[config.mk]
export PLATFORM = sky130hd
export DESIGN_NAME = lzd_norm_seq
export DESIGN_NICKNAME = d
export VERILOG_FILES = /design/src/rtl/lzd_norm_seq.sv
export SDC_FILE = /design/constraint.sdc
export NUM_CORES = 1
export LEC_CHECK = 0
export ABC_AREA = 1
export BUFFER_PORTS_ARGS = -buffer_cell sky130_fd_sc_hd__buf_2
export CAP_MARGIN = 20
export CORE_MARGIN = 4
export CORE_UTILIZATION = 43
export CTS_BUF_LIST = sky130_fd_sc_hd__clkbuf_8
export DETAILED_ROUTE_END_ITERATION = 16
export GPL_TIMING_DRIVEN = 0
export HOLD_SLACK_MARGIN = 0.06
export PLACE_DENSITY = 0.72
export SETUP_SLACK_MARGIN = 0.3
export SLEW_MARGIN = 20
export SYNTH_ARGS = -nofsm -noshare
export SYNTH_HDL_FRONTEND = slang
export SYNTH_SLANG_ARGS = --single-unit
[constraint.sdc]
create_clock -name clk_i -period 2.92 [get_ports clk_i]
set_input_delay 0.146 -clock clk_i [delete_from_list [all_inputs] [get_ports clk_i]]
set_output_delay 0.146 -clock clk_i [all_outputs]
set_load 0.03 [all_outputs]
[src/rtl/lzd_norm_seq.sv]
// Sequential leading-zero counter / normalizer: scans an operand MSB-first one chunk per cycle.
// Optional post-scan barrel shift compiled in with `LZD_NORM_SHIFT_EN`.

module LeadZeroDet #(
  parameter int width = 8,
  parameter int speed = 0
) (
  input  logic [width-1:0] d,
  output logic [width-1:0] oh
);
  if (speed == 0) begin : g_ripple
    always_comb begin
      logic found;
      oh    = '0;
      found = 1'b0;
      for (int i = width-1; i >= 0; i--) begin
        if (d[i] && !found) begin
          oh[i] = 1'b1;
          found = 1'b1;
        end
      end
    end
  end else begin : g_par
    // each bit is the leading one iff it is set and nothing above it is
    assign oh[width-1] = d[width-1];
    for (genvar i = 0; i < width-1; i++) begin : g_bit
      assign oh[i] = d[i] & ~(|d[width-1:i+1]);
    end
  end
endmodule

module lzd_norm_seq #(
  parameter int width = 32,
  parameter int chunk = 8,
  parameter int speed = 0
) (
  input  logic                           clk_i,
  input  logic                           rst_i,
  input  logic                           in_valid_i,
  output logic                           in_ready_o,
  input  logic [width-1:0]               in_data_i,
  output logic                           out_valid_o,
  input  logic                           out_ready_i,
  output logic [$clog2(width+1)-1:0]     out_count_o,
  output logic                           out_zero_o,
  output logic [width-1:0]               out_data_o
);
  localparam int nchunks = width / chunk;
  localparam int cw      = $clog2(width + 1);
  localparam int pw      = $clog2(chunk);
  localparam int iw      = (nchunks > 1) ? $clog2(nchunks) : 1;
`ifdef LZD_NORM_SHIFT_EN
  localparam int sw      = $clog2(width);
`endif

  typedef enum logic [1:0] {IDLE, SCAN, SHIFT, DONE} state_t;

  state_t           state, state_nxt;
  logic [width-1:0] op;
  logic [iw-1:0]    idx;
  logic [cw-1:0]    cnt;
  logic             zflag;
  logic [chunk-1:0] slice, oh;
  logic [pw-1:0]    p;
  logic             slice_nz, last, accept;

  always_comb begin
    slice = '0;
    for (int j = 0; j < nchunks; j++)
      if (idx == iw'(j)) slice = op[width-1-j*chunk -: chunk];
  end

  LeadZeroDet #(.width(chunk), .speed(speed)) u_lzd (.d(slice), .oh(oh));

  always_comb begin
    p = '0;
    for (int i = 0; i < chunk; i++)
      if (oh[i]) p = p | pw'(i);
  end

  assign slice_nz    = |slice;
  assign last        = (idx == iw'(nchunks - 1));
  assign in_ready_o  = (state == IDLE) && !rst_i;
  assign accept      = in_valid_i && in_ready_o;
  assign out_valid_o = (state == DONE);
  // result registers double as scan state; they are only meaningful while DONE
  assign out_count_o = cnt;
  assign out_zero_o  = zflag;
  assign out_data_o  = op;

  always_ff @(posedge clk_i) begin
    if (rst_i) state <= IDLE;
    else       state <= state_nxt;
  end

  always_comb begin
    state_nxt = state;
    case (state)
      IDLE:  if (accept) state_nxt = SCAN;
      SCAN: begin
        if (slice_nz) begin
`ifdef LZD_NORM_SHIFT_EN
          state_nxt = SHIFT;
`else
          state_nxt = DONE;
`endif
        end else if (last) begin
          state_nxt = DONE;
        end
      end
      SHIFT: state_nxt = DONE;
      DONE:  if (out_ready_i) state_nxt = IDLE;
      default: state_nxt = IDLE;
    endcase
  end

  always_ff @(posedge clk_i) begin
    if (rst_i) begin
      op    <= '0;
      idx   <= '0;
      cnt   <= '0;
      zflag <= 1'b0;
    end else begin
      case (state)
        IDLE: if (accept) begin
          op    <= in_data_i;
          idx   <= '0;
          cnt   <= '0;
          zflag <= 1'b0;
        end
        SCAN: begin
          if (slice_nz) begin
            cnt <= cnt + cw'(chunk - 1) - cw'(p);
          end else if (last) begin
            cnt   <= cw'(width);
            zflag <= 1'b1;
          end else begin
            cnt <= cnt + cw'(chunk);
            idx <= idx + iw'(1);
          end
        end
`ifdef LZD_NORM_SHIFT_EN
        // cnt < width whenever the zero flag is clear, so truncation is lossless
        SHIFT: if (!zflag) op <= op << cnt[sw-1:0];
`endif
        default: ;
      endcase
    end
  end
endmodule
==> results of run 1 <==
-- worst paths after layout --
kind	depth (start not counted)	from	slack [ns]	endpoint
setup reg to reg	20	idx[1]	-0.07	out_count_o[5]
hold / removal	2	rst_i	0.08	out_count_o[4]
hold reg to reg	2	out_zero_o	0.46	out_zero_o
setup / recovery	20	idx[1]	-0.07	out_count_o[5]
-- Yosys cell counts, drive strengths merged --
cell	count
a21boi	4
a21oi	35
a221oi	1
a31oi	1
buf	6
clkbuf	10
dfxtp	43
fa	1
ha	15
inv	37
nand2	102
nand3	46
nand4	2
nor2	20
o211ai	1
o21ai	14
xor2	3
-- through the flow --
step                      setup TNS [ns]  setup WS [ns]  cell area [um^2]  utilization [%]  hold WS, ns
final                            -0.1040       -0.07106              3517            63.87      0.08188
after global routing             -0.4543        -0.2400              3517            63.87       0.1042
after CTS                       -0.06594       -0.06594              3455            62.74      0.09704
after detailed placement         -0.1183        -0.1183              2945            53.49       0.3447
after global placement          -0.09937       -0.09937              2945            53.49       0.3437
after floorplan                        0         0.1712              2475                -       0.2151
-- power by group through the flow --
stage	sequential (mW)	clock [mW]	combinational, mW
global placement	0.837	0	1.71
finish	0.838	0.400	2.16
global route	0.856	0.424	2.36
detailed placement	0.840	0	1.74
floorplan	1.04	0	1.16
CTS	0.831	0.401	2.03
-- worst max-delay path: cells and delay by family (launching register included) --
family,cells,cell delay [ns]
AO/OA/AOI/OAI,6,0.85
XOR/XNOR,1,0.15
adder cells (fa/ha/maj),4,0.86
buffers and inverters,5,0.41
flip-flops,1,0.36
AND/OR/NAND/NOR,4,0.24
-- registers in the layout (all words and copies together) (netlist names) --
signal       flops
out_data_o      32
out_count_o      6
idx              2
state            2
out_zero_o       1
-- metal layers --
layer | GRT usage, % | up-vias | routed length (um) | share of wire, %
li1 | - | 1345 | - | -
met5 | 0 | - | 0 | 0
met1 | 25.86 | 1216 | 3068 | 41
met3 | 4.266 | 16 | 579 | 7.8
met2 | 35.86 | 104 | 3577 | 48
met4 | 5.349 | 0 | 178 | 2.4
-- final cells by class --
type                            instances  area share [%]
Buffer                                 16           2.490
Clock buffer                            5           1.957
Clock inverter                          3          0.6759
Inverter                               37           4.162
Multi-Input combinational cell        245           42.69
Sequential cell                        43           24.55
Tap cell                               72           2.561
Timing Repair Buffer                  115           20.92
-- what timing repair did --
action | CTS | global route
endpoints found under the setup margin | 4 | 4
hold endpoints to repair | 22 | 0
hold buffers | 22 | 0
gates resized for setup | 24 | 7
cloned | 0 | 0
pin swaps | 24 | 16
buffers inserted | 12 | 5
-- kinds of logic (layout without fill, tap and decap cells) --
logic type / count (synthesis) / count (layout) / synth area share, %
AND/OR/NAND/NOR: 170 / 170 / 32.19
XOR/XNOR: 3 / 3 / 1.077
buffers and inverters: 53 / 176 / 8.918
flip-flops: 43 / 43 / 35.26
AO/OA/AOI/OAI: 56 / 56 / 14.04
adder cells (fa/ha/maj): 16 / 16 / 8.508
==> results_dict.tcl, run 1 <==
set metrics [dict create \
    startpoint_type "flop" \
    wire_length_of_the_first_global_routing_pass_um 11830 \
    power_switching_mw 1.664 \
    netlist_area_um2 2441 \
    count_of_unresolved_drc_violations_after_routing 0 \
    clock_pin_slew_reported_for_the_worst_setup_and_hold_paths_after_clock_tree_synthesis_ns 0.09 \
    syn-mean-instance-area_um2 7.159 \
    power-per-cell-area_nw_per_um2 967.2 \
    place_inst 489 \
    hpwl_um 4784 \
    starting_density_of_the_core_pct 44.33 \
    tritoncts_clock_tree "done" \
    track_usage_pct 20.64 \
    htreeDepth 2 \
    design.die.area_um2 6946 \
    total_clock_sinks 43 \
    seqPwrFrac_pct 24.6 \
    route.vias.total 2681 \
    synthToLayoutAreaGrowth_pct 44.08 \
    crit_fanout 6 \
    grt_remaining_overflow 0 \
    yosysUniqueCellTypes 29 \
    critical-path-top-cell-by-count "nand2_1" \
    synth_fp_nets 393 \
    fp.dieW_um 83.35 \
    core_area_um2 5507 \
    number_of_hold_slack_violations_in_the_final_timing_report 0 \
    critical_path_type "reg2reg" \
    synthTopCellsByArea "dfxtp_1 (35%), nand2_1 (15%), nand3_1 (8.8%), ha_1 (7.7%), a21oi_1 (5.7%)" \
    multi_input_area_um2 1501 \
    run_status "finished, violations left" \
    maximum_number_of_pins_on_one_net_before_global_route_repair 16 \
    drt-wirelength-per-cell_um 13.81 \
    cap_violations 0 \
    rows 27 \
    finalNonFillerCells 536 \
    failing_checks "setup timing" \
    number_of_storage_elements_in_the_synthesis_netlist 43 \
    cp.required_ns 3.13 \
    worst_case_headroom_to_the_max_slew_limit_pct 65.05 \
    i_o_pin_count 77 \
    total_power_mw 3.402 \
    yosys.area.top_type "dfxtp_1" \
    chain_of_cells_forming_the_critical_path "inv_4, ha_4, buf_6, buf_6, a21oi_2, nand2_1, a21boi_2, o21ai_2, a221oi_2, ha_2, ha_4, inv_2, fa_2, inv_1, nand2_1, a21oi_2, xor2_1, nand2_1, nand3_1, a21oi_1" \
    drt_iter0_markers 148 \
    yosysWarningCount 0 \
    hp-class "in2reg" \
    regArea_um2 863.3 \
    final-max-slew-violation-count 0 \
    power.internal_mw 1.738 \
    cts.path.max_buffers 2 \
    synth_top_area_share_pct 35.26 \
    critPathSlowestCell "dfxtp_2" \
    fin_worst_skew_ns 0.006519 \
    die_h_um 83.35 \
    nNetsFinal 515 \
    setup.worst_path.end_class "flop" \
    antenna-diode-count 0 \
    drt_wl_total_um 7404 \
    drive_gt1_share_pct 33.41 \
    worst_slack_ns -0.07106 \
    detail_route.first_pass.iterations 5 \
    setup_repair_after_global_routing_missed_its_margin "true" \
    layout_min_cycle_time_ns 2.991 \
    post-route-period-util_pct 102.4 \
    setup_violations 2 \
    worst_slew_pin_slew_ns 0.5243 \
    timing.critical_path.slowest_cell_delay_ns 0.36 \
    part_of_the_total_power_dissipated_in_combinational_logic_pct 63.6 \
    port_buffers 76 \
    power_switching_share_pct 48.90 \
    vias_in_the_first_global_route 2538 \
    cts_root_buffer "clkbuf_8" \
    p_leak_nw 1.779 \
    synth_seq_area_share_pct 35.26 \
    max_freq_mhz 334.3 \
    layout_common_cells "nand2_1 (93), buf_2 (77), nand3_1 (43), dfxtp_1 (41), inv_1 (31)" \
    final_antenna_violating_net_count 0 \
    cp_data_arrival_time_ns 3.20 \
    clkPwrFrac_pct 11.7 \
    final.fill_count 469 \
    grt_antenna_before_repair 0 \
    postSynthCellCount 341 \
    vdd_ir_drop_max_mv 0.3868 \
    via_per_inst 5.002 \
    layout_commonest_cell "nand2_1" \
    place_congestion 0.8205 \
    insertion_delay_ns 0.31 \
    tritoncts.num_buffers 5 \
]
Note: power is estimated with default switching activity, not from simulation.
==> run 2: changes to the inputs <==
==> constraint.sdc (replaced) <==
create_clock -name clk_i -period 2.92 [get_ports clk_i]
set_input_delay 0.292 -clock clk_i [delete_from_list [all_inputs] [get_ports clk_i]]
set_output_delay 0.292 -clock clk_i [all_outputs]
set_load 0.03 [all_outputs]
==> run 2 against run 1 <==
  * The flow still finishes with violations (setup timing)
  * Sequential share of layout area up 1.6 points
  * Core utilization down 4.0 points
  * Worst hold slack better by 0.093 ns
  * Clock power down 1%
  * Global-route usage down 1.5 points
==> results_dict.tcl, run 2 (synthesis results as in run 1) <==
set metrics [dict create \
    run_status "finished, violations left" \
    failing_checks "setup timing" \
    track_usage_pct 19.16 \
    antenna-diode-count 0 \
    critical-path-top-cell-by-count "nand2_1" \
    number_of_hold_slack_violations_in_the_final_timing_report 0 \
    nNetsFinal 493 \
    vdd_ir_drop_max_mv 0.3697 \
    cap_violations 0 \
    worst_slew_pin_slew_ns 0.5512 \
    tritoncts_clock_tree "done" \
    synthToLayoutAreaGrowth_pct 35.06 \
    power-per-cell-area_nw_per_um2 1018 \
    worst_case_headroom_to_the_max_slew_limit_pct 63.25 \
    setup_violations 1 \
    postPlaceCellArea_um2 2945 \
    via_per_inst 4.891 \
    worstReg2RegEnd "out_count_o[5]" \
    worst_slack_ns -0.01977 \
    core_area_um2 5507 \
    r2r_setup_slack_ns -0.02 \
    tritoncts.num_buffers 5 \
    drt-wirelength-per-cell_um 13.22 \
    port_buffers 76 \
    drt_iter0_markers 103 \
    layout_common_cells "nand2_1 (93), buf_2 (77), nand3_1 (43), dfxtp_1 (41), inv_1 (31)" \
    finalNonFillerCells 514 \
    final-max-slew-violation-count 0 \
    i_o_pin_count 77 \
    hpwl_um 4784 \
    design.die.area_um2 6946 \
    die_h_um 83.35 \
    largest_reg_flops 32 \
    total_clock_sinks 43 \
    grt_antenna_before_repair 0 \
    cp_top_family "adder cells" \
    cp.required_ns 3.13 \
    fin_worst_skew_ns 0.006534 \
    critPathSlowestCell "dfxtp_2" \
    r2r.worst_path.cells 19 \
    cp_data_arrival_time_ns 3.15 \
    ctsHoldBuffers 0 \
    startpoint_type "flop" \
    p_leak_nw 1.687 \
    final.fill_count 510 \
    count_of_unresolved_drc_violations_after_routing 0 \
    timing.critical_path.slowest_cell_delay_ns 0.34 \
    chain_of_cells_forming_the_critical_path "buf_4, ha_4, buf_6, a21oi_2, nand2_1, a21boi_2, o21ai_2, a221oi_2, ha_2, ha_4, inv_2, fa_2, inv_1, nand2_1, a21oi_2, xor2_1, nand2_1, nand3_1, a21oi_1" \
    place_inst 489 \
    grt_remaining_overflow 0 \
    hold_depth 3 \
    drive_gt1_share_pct 35.07 \
    layout_commonest_cell "nand2_1" \
    regToRegStartpoint "idx[1]" \
    max_freq_mhz 340.2 \
    rows 27 \
    worstSetupPathDepth 19 \
    setup_tns_ns -0.01977 \
    hp-class "in2reg" \
    cts_root_buffer "clkbuf_8" \
    route.vias.total 2514 \
    drt_wl_total_um 6797 \
    total_power_mw 3.355 \
    setup.worst_path.end_class "flop" \
    crit_fanout 10 \
    setup_repair_after_global_routing_missed_its_margin "true" \
    detail_route.first_pass.iterations 4 \
    htreeDepth 2 \
    crit_buf_inv 4 \
    insertion_delay_ns 0.31 \
    post-route-cell-area_um2 3297 \
    starting_density_of_the_core_pct 44.33 \
    fp.dieW_um 83.35 \
    layout_min_cycle_time_ns 2.940 \
    clock_pin_slew_reported_for_the_worst_setup_and_hold_paths_after_clock_tree_synthesis_ns 0.09 \
    wire_length_of_the_first_global_routing_pass_um 10960 \
    critical_path.startpoint "idx[1]" \
    place_congestion 0.8205 \
    post-route-period-util_pct 100.7 \
    critical_path_type "reg2reg" \
    critical_path.endpoint "out_count_o[5]" \
    maximum_number_of_pins_on_one_net_before_global_route_repair 16 \
    cts.path.max_buffers 2 \
    vias_in_the_first_global_route 2342 \
    final_antenna_violating_net_count 0 \
]
[run 2: metrics by stage]
stage / worst slack (ns) / hold WS, ns / util [%]
floorplan: 0.1712 / 0.3611 / -
global placement: -0.09937 / 0.4590 / 53.49
detailed placement: -0.1183 / 0.4585 / 53.49
CTS: -0.06594 / 0.1745 / 58.74
global route: -0.2170 / 0.1809 / 59.87
finish: -0.01977 / 0.1746 / 59.87
[run 2: what timing repair did]
action / CTS / global route
pin swaps: 24 / 16
setup buffers: 12 / 5
endpoints found under the setup margin: 4 / 4
gates resized for setup: 24 / 7
[run 2: layout make-up]
cell class                 count  area, um^2  area share [%]
buffer                        16       87.58           2.657
tap                           72       90.09           2.732
clock buffer                   5       68.82           2.087
inverter                      37       146.4           4.440
clock inverter                 3       23.77          0.7211
multi-input combinational    245        1501           45.54
sequential                    43       863.3           26.19
timing repair buffer          93       515.5           15.64
[run 2: metal layers]
metal / up-vias / GRT usage, % / wire (um)
met1: 1135 / 24.68 / 3069
met5: - / 0 / 0
li1: 1299 / - / -
met3: 9 / 4.365 / 422
met4: 0 / 4.458 / 82
met2: 71 / 32.43 / 3222
[run 2: worst min path at each step]
stage | slack (ns) | from | to
finish | 0.17 | in_data_i[31] | out_data_o[31]
global route | 0.18 | in_data_i[5] | out_data_o[5]
detailed placement | 0.46 | out_zero_o | out_zero_o
CTS | 0.17 | in_data_i[17] | out_data_o[17]
floorplan | 0.36 | rst_i | out_count_o[3]
global placement | 0.46 | out_zero_o | out_zero_o
[run 2: worst reg2reg max path, cell delays in order, from the launching register on]
cell and delay [ns]:
dfxtp_2 0.34, buf_4 0.14, ha_4 0.18, buf_6 0.15, a21oi_2 0.10, nand2_1 0.07, a21boi_2 0.17, o21ai_2 0.08
a221oi_2 0.26, ha_2 0.24, ha_4 0.13, inv_2 0.04, fa_2 0.34, inv_1 0.06, nand2_1 0.05, a21oi_2 0.14
xor2_1 0.15, nand2_1 0.06, nand3_1 0.06, a21oi_1 0.06
[run 2: report_power, final]
part | internal [mW] | switching, mW
sequential | 0.721 | 0.115
clock | 0.171 | 0.225
combinational | 0.827 | 1.30
